### src/rtl/led_sequencer_if.sv
// Button/mode inputs and colour/wrap outputs of the LED colour sequencer.
interface led_sequencer_if #(
  parameter int WIDTH = 3,
  parameter int N_CH  = 2
);
  logic [N_CH-1:0]       button;
  logic [1:0]            mode;
  logic [N_CH*WIDTH-1:0] colour;
  logic [N_CH-1:0]       wrap;

  modport master (output button, mode, input colour, wrap);
  modport slave  (input button, mode, output colour, wrap);
endinterface

### src/rtl/led_sequencer.sv
// Multi-channel LED colour sequencer: manual, auto-forward, ping-pong and hold modes.
// Optional LED_SEQ_SYNC_EN adds a two-flop synchroniser on each button bit.
module led_seq_lane #(
  parameter int WIDTH   = 3,
  parameter int MIN_COL = 1,
  parameter int MAX_COL = 6
) (
  input  logic             clk,
  input  logic             rst,
  input  logic [1:0]       mode,
  input  logic             press,
  input  logic             tick,
  output logic [WIDTH-1:0] colour,
  output logic             wrap
);
  typedef enum logic [1:0] {M_MANUAL = 2'b00, M_FWD = 2'b01, M_PP = 2'b10, M_HOLD = 2'b11} mode_e;
  typedef enum logic {UP = 1'b0, DOWN = 1'b1} dir_e;

  localparam logic [WIDTH-1:0] MINV = WIDTH'(MIN_COL);
  localparam logic [WIDTH-1:0] MAXV = WIDTH'(MAX_COL);

  mode_e            m;
  dir_e             dir;
  logic             in_range, adv, go_up;
  logic [WIDTH-1:0] nxt;

  assign m        = mode_e'(mode);
  assign in_range = (colour >= MINV) && (colour <= MAXV);
  assign adv      = (m == M_MANUAL && press) || (m == M_FWD && tick);

  // Ping-pong target; an upward lane parked on MAX (entered 10 there) turns around.
  always_comb begin
    go_up = (dir == UP && colour != MAXV) || colour == MINV;
    nxt   = go_up ? colour + WIDTH'(1) : colour - WIDTH'(1);
  end

  always_ff @(posedge clk or posedge rst) begin
    if (rst) begin
      colour <= '0;
      wrap   <= 1'b0;
      dir    <= UP;
    end else begin
      wrap <= 1'b0;
      if (m != M_PP) dir <= UP;
      if (!in_range) begin
        colour <= MINV;
      end else if (adv) begin
        if (colour == MAXV) begin
          colour <= MINV;
          wrap   <= 1'b1;
        end else begin
          colour <= colour + WIDTH'(1);
        end
      end else if (m == M_PP && tick) begin
        colour <= nxt;
        if (nxt == MAXV)      dir <= DOWN;
        else if (nxt == MINV) dir <= UP;
        else                  dir <= go_up ? UP : DOWN;
        wrap <= (nxt == MAXV) || (nxt == MINV) || (go_up != (dir == UP));
      end
    end
  end
endmodule

module led_sequencer #(
  parameter int WIDTH    = 3,
  parameter int N_CH     = 2,
  parameter int MIN_COL  = 1,
  parameter int MAX_COL  = 6,
  parameter int PRESCALE = 4
) (
  input logic          clk,
  input logic          rst,
  led_sequencer_if.slave bus
);
  localparam int            CW   = (PRESCALE > 1) ? $clog2(PRESCALE) : 1;
  localparam logic [CW-1:0] LAST = CW'(PRESCALE - 1);

  logic [N_CH-1:0]            btn_s, btn_q, press;
  logic [N_CH-1:0][WIDTH-1:0] col;
  logic [N_CH-1:0]            wrp;
  logic [CW-1:0]              cnt;
  logic                       auto_m, tick;

`ifdef LED_SEQ_SYNC_EN
  logic [N_CH-1:0] sync1, sync2;
  always_ff @(posedge clk or posedge rst) begin
    if (rst) begin
      sync1 <= '0;
      sync2 <= '0;
    end else begin
      sync1 <= bus.button;
      sync2 <= sync1;
    end
  end
  assign btn_s = sync2;
`else
  assign btn_s = bus.button;
`endif

  always_ff @(posedge clk or posedge rst) begin
    if (rst) btn_q <= '0;
    else     btn_q <= btn_s;
  end
  assign press = btn_s & ~btn_q;

  // Shared prescaler only runs in the auto modes so each entry starts a fresh period.
  assign auto_m = (bus.mode == 2'b01) || (bus.mode == 2'b10);
  assign tick   = auto_m && (cnt == LAST);

  always_ff @(posedge clk or posedge rst) begin
    if (rst)         cnt <= '0;
    else if (!auto_m) cnt <= '0;
    else if (tick)   cnt <= '0;
    else             cnt <= cnt + CW'(1);
  end

  for (genvar i = 0; i < N_CH; i++) begin : g_lane
    led_seq_lane #(.WIDTH(WIDTH), .MIN_COL(MIN_COL), .MAX_COL(MAX_COL)) u_lane (
      .clk    (clk),
      .rst    (rst),
      .mode   (bus.mode),
      .press  (press[i]),
      .tick   (tick),
      .colour (col[i]),
      .wrap   (wrp[i])
    );
  end

  assign bus.colour = col;
  assign bus.wrap   = wrp;
endmodule
### src/flat_wrapper.sv
// flat-port wrapper written by rule: the top's interface ports become plain ports
module led_sequencer_flat 
#(
  parameter int WIDTH    = 3,
  parameter int N_CH     = 2,
  parameter int MIN_COL  = 1,
  parameter int MAX_COL  = 6,
  parameter int PRESCALE = 4
)
  (clk, rst, bus_button, bus_mode, bus_colour, bus_wrap);
  led_sequencer_if #(.WIDTH(WIDTH), .N_CH(N_CH)) bus_i ();
  input logic clk;
  input logic rst;
  input wire logic [$bits(bus_i.button)-1:0] bus_button;
  input wire logic [$bits(bus_i.mode)-1:0] bus_mode;
  output wire logic [$bits(bus_i.colour)-1:0] bus_colour;
  output wire logic [$bits(bus_i.wrap)-1:0] bus_wrap;
  assign bus_i.button = bus_button;
  assign bus_i.mode = bus_mode;
  assign bus_colour = bus_i.colour;
  assign bus_wrap = bus_i.wrap;
  led_sequencer #(.WIDTH(WIDTH), .N_CH(N_CH), .MIN_COL(MIN_COL), .MAX_COL(MAX_COL), .PRESCALE(PRESCALE)) u_core (.clk(clk), .rst(rst), .bus(bus_i));
endmodule
### config.mk
export PLATFORM = sky130hd
export DESIGN_NAME = led_sequencer_flat
export DESIGN_NICKNAME = d
export VERILOG_FILES = /design/src/rtl/led_sequencer_if.sv /design/src/rtl/led_sequencer.sv /design/src/flat_wrapper.sv
export SDC_FILE = /design/constraint.sdc
export NUM_CORES = 1
export LEC_CHECK = 0
export ABC_AREA = 1
export CORE_MARGIN = 5
export CORE_UTILIZATION = 25
export DETAILED_ROUTE_END_ITERATION = 10
export PLACE_DENSITY = 0.54
export SETUP_SLACK_MARGIN = 0.1
export SLEW_MARGIN = 20
export SYNTH_ARGS = -nofsm -noshare
export SYNTH_HDL_FRONTEND = slang
export SYNTH_SLANG_ARGS = --single-unit
### constraint.sdc
create_clock -name clk -period 4.1 [get_ports clk]
set_input_delay 0.82 -clock clk [delete_from_list [all_inputs] [get_ports clk]]
set_output_delay 0.82 -clock clk [all_outputs]
set_load 0.05 [all_outputs]
==> impl_results.md <==
* Rows at 26
* Fin cells at 258
* Placed insts at 254
* ANT cells at 0
* CTS sink count at 14
* Vias in the first global route at 1,019
* Post-route cell area at 1530 um2
* Status: finished clean
* Routed wire per std cell at 9.78 um
* Initial antenna violation count at 0
* Max FO, Critical Path at 8
* Ports at 14
* Most common cell after layout, fill and taps aside: nand2_1
* Setup-failing EPs final at 0
* Maxcap violations at 0
* WS Path Type: reg2out
* Area after DPL at 1480 um2
* Max Fclk at 389 MHz
* Detailed Route WL at 2.52 mm
* CP bufs+invs at 1
* Worst rel slew slack at 0.637
* Crit-path cells: clkdlybuf4s50_1
* Leakage power at 0.000793 uW
* Routability congestion estimate at 0.839
* Max stage delay on crit path at 0.89 ns
* DR WL met3 at 104 um
* Global-route wire length before repair at 4.49 mm
* Initial drt markers at 53
* Die Height at 82.0 um
* Post-synth cell types at 27
* Setup TNS at 0 ns
* CTS tree: yes
* GR Overflow Total at 0
* CTS buffer count at 3
* Top sig layer: met4
* Syn_nets at 193
* Register bit total from synthesis at 14
* Hold crit path type: reg2reg
* Initial Util at 0.256
* Post-DP HPWL at 2.05 mm
* Area grow syn2layout at 18.1%
* Final hold violations at 0
* Tot Pwr at 1120 uW
* Root buf cell: clkbuf_8
* Average size of a mapped cell at 7.41 um2
* Clk buf depth at 2
* Via density at 4.25
* VDD IR max at 0.200 mV
* H-Tree Level Count at 1
* Tcrit/Tclk final at 0.628
* Routed via count at 1,096
* Final net count at 207
* CP Capture Type: output pin
* Syn. warnings at 0
* Drc violations at 0
* CP arrival at 1.75 ns
* Final Critical Period at 2.57 ns
* Slew Viols, Final at 0
* Worst path slowest cell: clkdlybuf4s50_1
* Worst Path Required at 3.28 ns
* Router iterations before antenna repair at 4
* Largest net degree at the start of global routing at 15
* Met2 WL post-DR at 1.08 mm
* Post-synth design cell area at 1300 um2
* Antenna viol nets, final at 0
* RSZ-0062 raised after global routing: no
* Final Skew at 0.00482 ns
* Hold-fix buffers, CTS at 0
* Die area at 6730 um2
* Fillers at 547
* Synth Instances at 175
* Pwr dens at 731 nW/um2
* Crit start category: flop
* Measured slew at the worst slew-check pin at 0.543 ns
* Clock Latency Late Sink at 0.24 ns
* Most frequent cells in the layout: nand2_1 (46), inv_1 (22), nand3_1 (17)
* Post-synthesis sequential area ratio at 0.270
* Met1 wire length at 1.33 mm
* Die width at 82.0 um
* Worst-path clk slew at 0.06 ns
* Share of layout cells above drive strength 1 at 0.165
* IO buf count at 13
* Crit path max-delay family: buffers and inverters
* Postcts setup bufs at 0
* Post-CTS Resized at 0
* Total Routing Usage GR at 0.0830
* Core area at 5070 um2
where the power goes:
part / leakage [uW] / total [uW] / switching [uW] / internal, uW
combinational: 0.000586 / 754 / 487 / 267
sequential: 0.000179 / 235 / 61.7 / 173
clock: 0.0000288 / 132 / 46.7 / 84.9
total: 0.000793 / 1120 / 595 / 525
final timing paths:
check / from / endpoint / slack, ns / cells after the start
max reg2reg: u_core.g_lane[0].u_lane.colour[0]$_DFFE_PP0P_ / u_core.g_lane[0].u_lane.wrap$_DFF_PP0_ / 2.33 / 12
min: u_core.cnt[0]$_DFF_PP0_ / u_core.cnt[0]$_DFF_PP0_ / 0.44 / 1
max: u_core.g_lane[0].u_lane.colour[2]$_DFFE_PP0P_ / bus_colour[2] / 1.53 / 1
min in group asynchronous: rst / u_core.g_lane[1].u_lane.colour[1]$_DFFE_PP0P_ / 0.93 / 2
max in group asynchronous: rst / u_core.g_lane[1].u_lane.colour[0]$_DFFE_PP0P_ / 2.81 / 2
min reg2reg: u_core.cnt[0]$_DFF_PP0_ / u_core.cnt[0]$_DFF_PP0_ / 0.44 / 1
cell families after synthesis:
family                     after synthesis  share of synthesized area
AOI/OAI and AO/OA                       18                     0.0955
buffers and inverters                   29                      0.105
and+or+nand+nor                         98                      0.387
DFF                                     14                      0.270
xor gates and xnor gates                 4                     0.0270
adders and majority gates               12                      0.116
cells in the mapped netlist, drive strengths merged:
cell / instances / share of area
dfrtp: 14 / 0.27
ha: 12 / 0.12
xor2: 2 / 0.014
a22oi: 1 / 0.0058
nand2: 64 / 0.25
inv: 25 / 0.076
a21oi: 5 / 0.022
nor2: 10 / 0.033
a31oi: 1 / 0.0048
o21ai: 7 / 0.027
nor3b: 1 / 0.0058
xnor2: 2 / 0.014
nand3: 18 / 0.073
o31ai: 1 / 0.016
buf: 4 / 0.029
o22ai: 3 / 0.019
nand4: 5 / 0.024
per-layer routing:
metal,vias to the layer above,GRT usage
met5,-,0
li1,584,-
met1,493,0.117
met2,17,0.128
met3,2,0.0241
met4,0,0.00997
registers in the layout, summed over array words and instances (netlist names):
| register | flops |
|---|---|
| u_core.g_lane.u_lane.dir | 2 |
| u_core.btn_q | 2 |
| u_core.g_lane.u_lane.wrap | 2 |
| u_core.cnt | 2 |
| u_core.g_lane.u_lane.colour | 6 |
final cells by class:
| cell class | count | area, um2 | share of cell area |
|---|---|---|---|
| Clock buffer | 4 | 55.1 | 0.0359 |
| Inverter | 25 | 98.8 | 0.0645 |
| Multi-Input combinational cell | 132 | 811 | 0.529 |
| Sequential cell | 14 | 350 | 0.229 |
| Tap cell | 70 | 87.6 | 0.0571 |
| Timing Repair Buffer | 13 | 130 | 0.0849 |
per-stage QoR:
step | hold WS (ns) | utilization | worst slack [ns]
after CTS | 0.442 | 0.302 | 1.52
final | 0.441 | 0.302 | 1.53
after global routing | 0.461 | 0.302 | 1.47
after floorplan | 0.414 | - | 2.12
after detailed placement | 0.434 | 0.291 | 1.47
after global placement | 0.431 | 0.291 | 1.50
Note: power is estimated with default switching activity, not from simulation.
